==> config.mk <==
export PLATFORM = sky130hd
export DESIGN_NAME = booth_wallace_mult16_flat
export DESIGN_NICKNAME = d
export VERILOG_FILES = /design/src/rtl/booth_wallace_mult16_pkg.sv /design/src/rtl/booth_wallace_mult16_if.sv /design/src/rtl/booth_wallace_mult16_csa32.sv /design/src/rtl/booth_wallace_mult16.sv /design/src/flat_wrapper.sv
export SDC_FILE = /design/constraint.sdc
export NUM_CORES = 1
export LEC_CHECK = 0
export ABC_AREA = 1
export BUFFER_PORTS_ARGS = -buffer_cell sky130_fd_sc_hd__clkbuf_2
export CAP_MARGIN = 25
export CORE_ASPECT_RATIO = 1.75
export CORE_MARGIN = 2
export CORE_UTILIZATION = 30
export CTS_CLUSTER_DIAMETER = 100
export CTS_CLUSTER_SIZE = 30
export DETAILED_ROUTE_END_ITERATION = 8
export GPL_ROUTABILITY_DRIVEN = 1
export HOLD_SLACK_MARGIN = 0.05
export RECOVER_POWER = 100
export SETUP_SLACK_MARGIN = 0.5
export SYNTH_ARGS = -nofsm -noshare
export SYNTH_HDL_FRONTEND = slang
export SYNTH_SLANG_ARGS = --single-unit
==> constraint.sdc <==
create_clock -name clk -period 8.65 [get_ports clk]
set_input_delay 1.73 -clock clk [delete_from_list [all_inputs] [get_ports clk]]
set_output_delay 1.73 -clock clk [all_outputs]
set_load 0.01 [all_outputs]
==> src/rtl/booth_wallace_mult16_pkg.sv <==
// Shared constants, Booth digit type and helper functions for the 16x16 Booth/Wallace multiplier.
package mult_pkg;

    localparam int OP_W   = 16;
    localparam int PROD_W = 32;
    localparam int NUM_PP = 8;

    typedef enum logic [2:0] {
        ZERO = 3'd0,
        POS1 = 3'd1,
        POS2 = 3'd2,
        NEG1 = 3'd3,
        NEG2 = 3'd4
    } booth_digit_t;

    typedef logic [PROD_W-1:0] pp_array_t [NUM_PP];

    // Radix-4 recoding of the triplet {b[2i+1], b[2i], b[2i-1]}.
    function automatic booth_digit_t booth_decode(input logic [2:0] trip);
        booth_digit_t d;
        case (trip)
            3'b000:  d = ZERO;
            3'b001:  d = POS1;
            3'b010:  d = POS1;
            3'b011:  d = POS2;
            3'b100:  d = NEG2;
            3'b101:  d = NEG1;
            3'b110:  d = NEG1;
            3'b111:  d = ZERO;
            default: d = ZERO;
        endcase
        return d;
    endfunction

    // Unshifted partial product digit*A, sign-extended to full width with
    // the negation +1 folded in so no hot-one terms are needed downstream.
    function automatic logic [PROD_W-1:0] booth_pp(input booth_digit_t d,
                                                   input logic [OP_W-1:0] a);
        logic [PROD_W-1:0] a_ext;
        logic [PROD_W-1:0] a_dbl;
        logic [PROD_W-1:0] pp;
        a_ext = {{(PROD_W-OP_W){a[OP_W-1]}}, a};
        a_dbl = {a_ext[PROD_W-2:0], 1'b0};
        case (d)
            ZERO:    pp = {PROD_W{1'b0}};
            POS1:    pp = a_ext;
            POS2:    pp = a_dbl;
            NEG1:    pp = ~a_ext + 32'd1;
            NEG2:    pp = ~a_dbl + 32'd1;
            default: pp = {PROD_W{1'b0}};
        endcase
        return pp;
    endfunction

endpackage

==> src/rtl/booth_wallace_mult16_if.sv <==
// Operand/observation bundle for booth_wallace_mult16.
interface booth_wallace_mult16_if;
    import mult_pkg::*;

    logic [OP_W-1:0]   Multiplicant;
    logic [OP_W-1:0]   Multiplier;
    logic [PROD_W-1:0] result;
    logic [PROD_W-1:0] PP0;
    logic [PROD_W-1:0] PP1;
    logic [PROD_W-1:0] PP2;
    logic [PROD_W-1:0] PP3;
    logic [PROD_W-1:0] PP4;
    logic [PROD_W-1:0] PP5;
    logic [PROD_W-1:0] PP6;
    logic [PROD_W-1:0] PP7;
    logic [PROD_W-1:0] Sum;
    logic [PROD_W-1:0] Carry;

    modport master (
        output Multiplicant, Multiplier,
        input  result, PP0, PP1, PP2, PP3, PP4, PP5, PP6, PP7, Sum, Carry
    );

    modport slave (
        input  Multiplicant, Multiplier,
        output result, PP0, PP1, PP2, PP3, PP4, PP5, PP6, PP7, Sum, Carry
    );

endinterface

==> src/rtl/booth_wallace_mult16_csa32.sv <==
// 32-bit 3:2 carry-save compressor; carry is pre-shifted to its bit weight.
module csa32
    import mult_pkg::*;
(
    input  logic [PROD_W-1:0] a,
    input  logic [PROD_W-1:0] b,
    input  logic [PROD_W-1:0] c,
    output logic [PROD_W-1:0] sum,
    output logic [PROD_W-1:0] carry
);

    logic [PROD_W-2:0] maj_s;

    // Bitwise full-adder: xor for sum, majority for carry (bit 31 carry drops out).
    always_comb begin
        sum   = a ^ b ^ c;
        maj_s = (a[PROD_W-2:0] & b[PROD_W-2:0]) |
                (a[PROD_W-2:0] & c[PROD_W-2:0]) |
                (b[PROD_W-2:0] & c[PROD_W-2:0]);
        carry = {maj_s, 1'b0};
    end

endmodule

==> src/rtl/booth_wallace_mult16.sv <==
// 16x16 signed radix-4 Booth multiplier with CSA tree and one output register stage.
module booth_wallace_mult16
    import mult_pkg::*;
(
    input  logic                    clk,
    input  logic                    rst,
    booth_wallace_mult16_if.slave   bus
);

    logic [OP_W:0]     b_ext_s;
    pp_array_t         pp_s;
    pp_array_t         pp_r;
    logic [PROD_W-1:0] l1_s0_s, l1_c0_s, l1_s1_s, l1_c1_s;
    logic [PROD_W-1:0] l2_s0_s, l2_c0_s, l2_s1_s, l2_c1_s;
    logic [PROD_W-1:0] l3_s_s,  l3_c_s;
    logic [PROD_W-1:0] tree_sum_s, tree_carry_s;
    logic [PROD_W-1:0] result_s;
    logic [PROD_W-1:0] result_r, sum_r, carry_r;

    assign b_ext_s = {bus.Multiplier, 1'b0};

    // Booth recoding and partial product generation, one slice per digit.
    for (genvar gi = 0; gi < NUM_PP; gi++) begin : g_pp
        booth_digit_t digit_s;
        assign digit_s   = booth_decode(b_ext_s[2*gi +: 3]);
        assign pp_s[gi]  = booth_pp(digit_s, bus.Multiplicant) << (2*gi);
    end

    // Level 1: 8 -> 6
    csa32 u_l1a (.a(pp_s[0]), .b(pp_s[1]), .c(pp_s[2]), .sum(l1_s0_s), .carry(l1_c0_s));
    csa32 u_l1b (.a(pp_s[3]), .b(pp_s[4]), .c(pp_s[5]), .sum(l1_s1_s), .carry(l1_c1_s));
    // Level 2: 6 -> 4
    csa32 u_l2a (.a(l1_s0_s), .b(l1_c0_s), .c(l1_s1_s), .sum(l2_s0_s), .carry(l2_c0_s));
    csa32 u_l2b (.a(l1_c1_s), .b(pp_s[6]), .c(pp_s[7]), .sum(l2_s1_s), .carry(l2_c1_s));
    // Level 3: 4 -> 3
    csa32 u_l3  (.a(l2_s0_s), .b(l2_c0_s), .c(l2_s1_s), .sum(l3_s_s), .carry(l3_c_s));
    // Level 4: 3 -> 2
    csa32 u_l4  (.a(l3_s_s), .b(l3_c_s), .c(l2_c1_s), .sum(tree_sum_s), .carry(tree_carry_s));

    assign result_s = tree_sum_s + tree_carry_s;

    // Single output stage: all observation vectors and the product update together.
    always_ff @(posedge clk) begin
        if (rst) begin
            result_r <= 32'd0;
            sum_r    <= 32'd0;
            carry_r  <= 32'd0;
            for (int i = 0; i < NUM_PP; i++) begin
                pp_r[i] <= 32'd0;
            end
        end else begin
            result_r <= result_s;
            sum_r    <= tree_sum_s;
            carry_r  <= tree_carry_s;
            for (int i = 0; i < NUM_PP; i++) begin
                pp_r[i] <= pp_s[i];
            end
        end
    end

    assign bus.result = result_r;
    assign bus.Sum    = sum_r;
    assign bus.Carry  = carry_r;
    assign bus.PP0    = pp_r[0];
    assign bus.PP1    = pp_r[1];
    assign bus.PP2    = pp_r[2];
    assign bus.PP3    = pp_r[3];
    assign bus.PP4    = pp_r[4];
    assign bus.PP5    = pp_r[5];
    assign bus.PP6    = pp_r[6];
    assign bus.PP7    = pp_r[7];

endmodule

==> src/flat_wrapper.sv <==
// flat-port wrapper written by rule: the top's interface ports become plain ports
module booth_wallace_mult16_flat import mult_pkg::*;
  (clk, rst, bus_Multiplicant, bus_Multiplier, bus_result, bus_PP0, bus_PP1, bus_PP2, bus_PP3, bus_PP4, bus_PP5, bus_PP6, bus_PP7, bus_Sum, bus_Carry);
  booth_wallace_mult16_if bus_i ();
  input  logic clk;
  input  logic rst;
  input wire logic [$bits(bus_i.Multiplicant)-1:0] bus_Multiplicant;
  input wire logic [$bits(bus_i.Multiplier)-1:0] bus_Multiplier;
  output wire logic [$bits(bus_i.result)-1:0] bus_result;
  output wire logic [$bits(bus_i.PP0)-1:0] bus_PP0;
  output wire logic [$bits(bus_i.PP1)-1:0] bus_PP1;
  output wire logic [$bits(bus_i.PP2)-1:0] bus_PP2;
  output wire logic [$bits(bus_i.PP3)-1:0] bus_PP3;
  output wire logic [$bits(bus_i.PP4)-1:0] bus_PP4;
  output wire logic [$bits(bus_i.PP5)-1:0] bus_PP5;
  output wire logic [$bits(bus_i.PP6)-1:0] bus_PP6;
  output wire logic [$bits(bus_i.PP7)-1:0] bus_PP7;
  output wire logic [$bits(bus_i.Sum)-1:0] bus_Sum;
  output wire logic [$bits(bus_i.Carry)-1:0] bus_Carry;
  assign bus_i.Multiplicant = bus_Multiplicant;
  assign bus_i.Multiplier = bus_Multiplier;
  assign bus_result = bus_i.result;
  assign bus_PP0 = bus_i.PP0;
  assign bus_PP1 = bus_i.PP1;
  assign bus_PP2 = bus_i.PP2;
  assign bus_PP3 = bus_i.PP3;
  assign bus_PP4 = bus_i.PP4;
  assign bus_PP5 = bus_i.PP5;
  assign bus_PP6 = bus_i.PP6;
  assign bus_PP7 = bus_i.PP7;
  assign bus_Sum = bus_i.Sum;
  assign bus_Carry = bus_i.Carry;
  booth_wallace_mult16 u_core (.clk(clk), .rst(rst), .bus(bus_i));
endmodule
# --- Word-level counts from Yosys, hierarchy flattened ---
# Memory sizes are Yosys's and may differ from the RTL's.
# Cells that the tools add are included.
op_classes:
  div: 0
  mul: 0
  muxes: 19
  magnitude_cmp: 0
  n_addsub: 3
  reduce_logical: 0
  bitwise: 52
  eq_ne: 32
  shift: 0
op_table:
  columns: ["operator", "count"]
  rows:
  - ["bitwise AND 31 bit", 18]
  - ["bitwise XOR 32 bit", 12]
  - ["bitwise OR 31 bit", 12]
  - ["two-way mux 32 bit", 8]
  - ["one-hot mux 32 bit (4 select lines)", 1]
  - ["one-hot mux 30 bit (4 select lines)", 1]
  - ["one-hot mux 28 bit (4 select lines)", 1]
  - ["one-hot mux 26 bit (4 select lines)", 1]
  - ["one-hot mux 24 bit (4 select lines)", 1]
  - ["one-hot mux 22 bit (4 select lines)", 1]
  - ["one-hot mux 20 bit (4 select lines)", 1]
  - ["one-hot mux 18 bit (4 select lines)", 1]
  - ["adder 32 x 1 -> 32 bit, second input constant", 2]
  - ["inverter 32 bit", 2]
  - ["== test 3 x 2 -> 1 bit, second input constant", 16]
  - ["adder 32 bit", 1]
  - ["== test 3 x 1 -> 1 bit, second input constant", 8]
  - ["== test 3 bit, second input constant", 8]
  - ["bitwise OR 1 bit", 8]
  - ["two-way mux 1 bit", 3]
word_totals:
  n_memories: 9
  latchBits: 0
  mem_bits_ro: 192
  mem_bits_rw: 256
  input_bits: 34
  out_inout_bits: 352
  wordCells: 119
  ff_bits: 96
memory_table:
  columns: ["name", "depth", "width", "rd", "rd_ports_with_merged_regs", "wr", "line", "source"]
  rows:
  - ["u_core.pp_r", 8, 32, 8, 0, 8, "booth_wallace_mult16.sv:12", "pp_array_t pp_r;"]
  - ["(no name shown)", 8, 3, 1, 0, 0, "booth_wallace_mult16_pkg.sv:21", "case (trip)"]
  - ["(no name shown)", 8, 3, 1, 0, 0, "booth_wallace_mult16_pkg.sv:21", null]
  - ["(no name shown)", 8, 3, 1, 0, 0, "booth_wallace_mult16_pkg.sv:21", null]
  - ["(no name shown)", 8, 3, 1, 0, 0, "booth_wallace_mult16_pkg.sv:21", null]
  - ["(no name shown)", 8, 3, 1, 0, 0, "booth_wallace_mult16_pkg.sv:21", null]
  - ["3 more memories", null, null, null, null, null, null, null]

# --- Longest topological paths before layout ---
depth:
  word_depth: 16
  mapped_depth: 37
  ltp_nobuf: 35

# --- Hierarchy ---
# Synthesis repeated with hierarchy kept, for this count alone.
unflattened:
  hier_cells: 2533
  hier_area_um2: 19473.7
modules_own_cells:
  columns: ["module", "cells_each", "seq_area_each_um2", "instances", "area_each_um2"]
  rows:
  - ["booth_wallace_mult16", 2281, 5925.7, 1, 15472.3]
  - ["csa32", 42, 0.0, 6, 666.9]

# --- Worst setup path after synthesis ---
# No wires, ideal clock.
synth_path:
  path_type: "input -> register"
  from: "input port bus_Multiplicant[0]"
  to: "register u_core.result_r[31], in the netlist u_core.bus.result[31]"
  path_stages: 30
  arrival_time_ns: 7.171
  path_slack_ns: 1.364
  path_cell_list: "inv_2 -> buf_1 -> ha_1 -> nand2_2 -> nor2_4 -> inv_2 -> nor2_4 -> nand3_1 -> nand2_1 -> inv_2 -> a21oi_1 -> o21ai_0 -> fa_1 -> inv_1 -> fa_1 -> fa_1 -> fa_1 -> inv_1 -> ha_1 -> nand2_1 -> nor2_1 -> nand4_1 -> o21ai_0 -> nand2_1 -> o211ai_1 -> nand2_1 -> a21oi_1 -> nand3_1 -> nand2_1 -> nor2_1"
synth_rtl:
  columns: ["item", "line", "source"]
  rows:
  - ["from (decl)", "flat_wrapper.sv:7", "input wire logic [$bits(bus_i.Multiplicant)-1:0] bus_Multiplicant;"]
  - ["to (signal assigned)", "booth_wallace_mult16.sv:52", "result_r <= result_s;"]
  - ["to (decl)", "booth_wallace_mult16.sv:18", "logic [PROD_W-1:0] result_r, sum_r, carry_r;"]

# --- Worst setup path in the final report ---
layout_path:
  from: "input port bus_Multiplier[7]"
  to: "register u_core.result_r[31], in the netlist u_core.bus.result[31]"
layout_rtl:
  columns: ["item", "line", "source"]
  rows:
  - ["from (decl)", "flat_wrapper.sv:8", "input wire logic [$bits(bus_i.Multiplier)-1:0] bus_Multiplier;"]
  - ["memory read (8 x 3 bit)", null, null]
  - ["== test 3 bit (tied with other cells)", "booth_wallace_mult16_pkg.sv:44", "case (d)"]
  - ["one-hot mux 26 bit (4 select lines) / one-hot mux 24 bit (4 select lines) (equally long branches)", "booth_wallace_mult16_pkg.sv:44", null]
  - ["bitwise XOR 32 bit (tied with other cells)", "booth_wallace_mult16_csa32.sv:16", "sum = a ^ b ^ c;"]
  - ["bitwise XOR 32 bit / bitwise OR 31 bit (equally long branches)", "booth_wallace_mult16_csa32.sv:16, booth_wallace_mult16_csa32.sv:17", null]
  - ["bitwise AND 31 bit / bitwise OR 31 bit (equally long branches)", "booth_wallace_mult16_csa32.sv:18", "(a[PROD_W-2:0] & c[PROD_W-2:0]) |"]
  - ["bitwise OR 31 bit / bitwise XOR 32 bit (equally long branches)", "booth_wallace_mult16_csa32.sv:17, booth_wallace_mult16_csa32.sv:16", null]
  - ["bitwise OR 31 bit / bitwise XOR 32 bit (equally long branches)", "booth_wallace_mult16_csa32.sv:18, booth_wallace_mult16_csa32.sv:16", null]
  - ["bitwise AND 31 bit, on equally long branches", "booth_wallace_mult16_csa32.sv:17, booth_wallace_mult16_csa32.sv:18", null]
  - ["bitwise OR 31 bit", "booth_wallace_mult16_csa32.sv:17", "maj_s = (a[PROD_W-2:0] & b[PROD_W-2:0]) |"]
  - ["bitwise OR 31 bit", "booth_wallace_mult16_csa32.sv:18", null]
  - ["bitwise XOR 32 bit", "booth_wallace_mult16_csa32.sv:16", null]
  - ["bitwise XOR 32 bit (*)", "booth_wallace_mult16_csa32.sv:16", null]
  - ["via u_core.tree_sum_s[16]", "booth_wallace_mult16.sv:16", "logic [PROD_W-1:0] tree_sum_s, tree_carry_s;"]
  - ["adder 32 bit (*)", "booth_wallace_mult16.sv:40", "assign result_s = tree_sum_s + tree_carry_s;"]
# Mark *: on every way through the listed nets, which the timed path passes. The rest lies on a longest branch.
# A chain may end at the register's enable or synchronous reset.

==> impl_summary.md <==
Logic synthesis
The share of synthesized area in the top cell type comes to 0.328. Of the total synthesized cell area, the portion taken by full adders, half adders and majority gates is 0.198. The average instance area after synthesis is about 8 um2. The mapped netlist covers 17,200 um2. The share of the yosys chip area belonging to registers is 0.328. Of the total synthesized cell area, the portion taken by AND, OR, NAND and NOR gates is 0.165. Of all cell types, the one taking the most synthesized area is dfxtp_1. The combinational family with the most area after synthesis is adder cells. The compound-gate portion of the synthesized area came to 0.150. After synthesis, the share of cell area in mux cells is 0. The post-synthesis register bit count is 282. After synthesis, the cell types taking the most area are dfxtp_1 33%, fa_1 15%, inv_1 10%. Synthesis handed over a netlist of 2,131 instances. For this run, the leading register cell type out of synthesis is dfxtp_1. The share of the synthesized netlist area taken by xor and xnor gates is 0.00153. Of all flip-flops after synthesis, the portion carrying an async set or reset was 0. The count of flip-flops with a built-in enable after synthesis is 0. The Yosys step of the flow raised 0 warnings.

The netlist uses 50 different library cells.

STA
Across all hold checks on the routed design, the worst slack comes to 1.62 ns. The summed negative setup slack over all endpoints is 0 ns. The final number of setup-violating endpoints is 0.

At the pin with the least slew margin, the transition time is 3.24 ns. Setup repair after global routing left no endpoint under its margin. Of the available clock period, the critical path in the final layout requires 0.926. The number of max-slew violations in the final report is 236. The final critical delay including setup and external delays is 8.01 ns. The peak clock frequency supported by timing is 0.125 GHz. The count of final hold-check violations is 0. The worst max-slew margin expressed relative to the limit is -1.16.

Floorplan
The floorplan step defined a die boundary enclosing 59,400 um2. The initial utilization of the core area, before any placement, comes to 0.302. The core area is ~57,000 um2. The number of top-level pins is about 390. In this run the horizontal extent of the chip is 185 um.

In this run the core area contains 116 standard-cell rows. From bottom edge to top edge, the die measures between 300 and 400 um.

Placed design
The global placer's final weighted congestion is 1.01. The quantity of I/O buffers inserted on ports is about 320. The placed wire-length estimate is 59,700 um. The number of placed instances with taps included is 3,249.

Global route
The global-route wire length before repair is between 100,000 and 150,000 um. The via count of the first global-routing pass came to 16,300. The maximum number of pins on one net before global-route repair is 70. The total track usage is 0.240. The total overflow left after global routing is 0.

The initial antenna violation count came to 2.

Run status
The run finished, with violations left. The final reports fail on max-capacitance violations, max-slew violations.

Cells and area
At the end of the flow, the number of nets in the layout was ~2,700. The area occupied by multi-input gates is 9080 um2. The synthesis-to-finish area growth is 16.2%. Registers take between 5000 and 6000 um2. The number of filler instances in the final layout is 6,298. Of the cells placed in the final design, the portion with a size suffix greater than 1 is 0.101.

The finished layout holds between 3,000 and 4,000 standard cells, fillers aside.

Power
For this design the static power due to leakage is roughly 10 nW. The completed layout was analyzed and its total power is 7.21 mW. The worst-case IR drop observed on VDD is 0.223 mV. The power per cell area is 360 nW/um2.

Setup path
Counting stages on the worst path, the most repeated cell is nand2_1. The slowest stage of the critical path is the nor2_1 cell. Of all nets on the critical path, the largest fanout is 7. The timing startpoint of the critical path is bus_Multiplier[7]. STA classifies the critical path startpoint as an input port. The capturing element type of the critical path is a flip-flop. The buffering stage count on the worst path with inverters included is 5. The family of cells with the greatest summed delay on the critical path is adder cells. The worst setup path is of the input port to flip-flop kind.

STA puts the critical path data required time at 9.08 ns. The capture point of the worst path is u_core.bus.result[31]$_SDFF_PP0_. The data arrival time at the worst-slack endpoint is 8.44 ns. Counting buffers and inverters, the worst setup path is 25 cells deep. The maximum cell stage delay along the critical path is 0.72 ns.

Clock network
The clock slew seen by the registers of the worst setup and hold paths is around 0.11 ns. In this run the deepest clock path goes through 3 buffers. For this design, the CTS-stage hold fixing added 0 buffers. The root buffer cell chosen for the clock tree is clkbuf_16. The CTS tree is built. The number of H-tree branching levels is 1. The number of clock buffers inserted by TritonCTS is 13.

Clock tree synthesis found a total of 282 sinks.

Routing
The first TritonRoute pass finished after 6 iterations. Once detail routing completed, the nets flagged for antenna violations numbered 0. In the final routed layout, each cell accounts on average for 22.3 um. For this block, the via count after detailed routing is between 15,000 and 20,000. The number of remaining DRC errors is 0. The number of DRC markers after the initial detailed-route iteration is around 1,300. After detailed routing, the number of vias per cell comes to 4.92. Wires add up to 73,000 um.

Min path
The worst hold path belongs to the class input port to flip-flop.

Run
The tool flagged a number of max-cap violations equal to 4.
-- sequential cells by signal, indices dropped and copies added, names as in the netlist --
signal and count:
u_core.pp_r 198, u_core.bus.Sum 32, u_core.bus.Carry 26, u_core.bus.result 26
-- synthesized netlist by cell type, types with 4 or more instances --
cell type	n
nor2_2	11
o21ai_1	8
ha_1	63
nand2_2	17
fa_1	131
nand3_4	9
or2_2	6
o211ai_1	18
nand2_1	262
buf_2	7
nor3_1	14
clkinv_1	6
nor2_4	5
dfxtp_1	282
nand4_1	11
inv_2	18
a21boi_0	4
buf_4	71
a22oi_1	6
a21oi_1	102
or2_1	15
a221oi_2	12
o21a_1	6
and2_1	6
o221ai_1	17
nand2_4	5
nand3_1	62
buf_1	10
o21ai_0	93
clkbuf_1	67
a31oi_1	24
a221oi_1	18
o22ai_1	92
nor2_1	152
inv_1	460
nand3_2	12
o2111ai_1	6
-- how the worst min path moves through the flow --
stage,to,slack (ns),cells past startpoint,start
2_1_floorplan,u_core.bus.Sum[0]$_SDFF_PP0_,1.89,2,bus_Multiplier[0]
3_3_place_gp,bus_PP3[26],2.12,1,u_core.pp_r[0][122]$_SDFF_PP0_
3_5_place_dp,bus_PP1[26],2.12,1,u_core.pp_r[0][58]$_SDFF_PP0_
4_1_cts,u_core.bus.Sum[0]$_SDFF_PP0_,1.59,3,bus_Multiplier[0]
5_1_grt,u_core.bus.Sum[0]$_SDFF_PP0_,1.61,3,bus_Multiplier[0]
6_report,u_core.bus.Sum[0]$_SDFF_PP0_,1.62,3,bus_Multiplier[0]
-- logic make-up (layout without fill, tap and decap cells) --
family,Yosys count,count (layout)
xor+xnor,3,3
fa+ha+maj,194,194
other cells,1,63
buf+inv,643,951
compound gates,412,412
simple gates,596,596
flops,282,282
-- area by class of cell --
class,instances,share of cell area
Multi-Input combinational cell,1267,0.454
Sequential cell,282,0.282
Antenna cell,1,0.000125
Timing Repair Buffer,448,0.107
Clock buffer,14,0.0169
Inverter,486,0.0914
Clock inverter,3,0.00106
Tap cell,767,0.0480
-- metal layers --
| metal | routed length, um | track usage |
|---|---|---|
| met3 | 5140 | 0.0379 |
| met5 | 13 | 0 |
| met2 | 36200 | 0.428 |
| met1 | 24900 | 0.247 |
| met4 | 6780 | 0.191 |
-- stage by stage --
stage                     area (um2)  setup slack (ns)   util
after floorplan                17500              1.36      -
after global placement         20100             0.140  0.352
after detailed placement       20100             0.136  0.352
after CTS                      20400             0.696  0.358
after global routing           20000             0.264  0.351
final                          20000             0.643  0.351
-- what timing repair did --
item,4_1_cts,5_1_grt
gates resized for setup,0,2
setup endpoints to repair,0,3
setup buffers,0,0
-- placed cells by master, fill, tap and decap left out, types with 13 or more instances in the layout --
master	instances
nand3_1	62
clkbuf_1	308
o21ai_0	92
nor3_1	14
conb_1	62
clkbuf_16	13
nor2_1	152
a21oi_1	102
fa_1	131
o22ai_1	92
buf_4	105
clkbuf_2	30
inv_1	464
nand2_1	267
o221ai_1	17
nand2_2	13
inv_2	14
o211ai_1	18
ha_1	63
a221oi_1	18
a31oi_1	24
dfxtp_1	282
-- power breakdown --
part	internal, mW	switching [mW]
sequential	1.54	0.0726
clock	0.288	0.425
combinational	1.80	3.09
total	3.63	3.59
(Power assumes the default switching activity.)
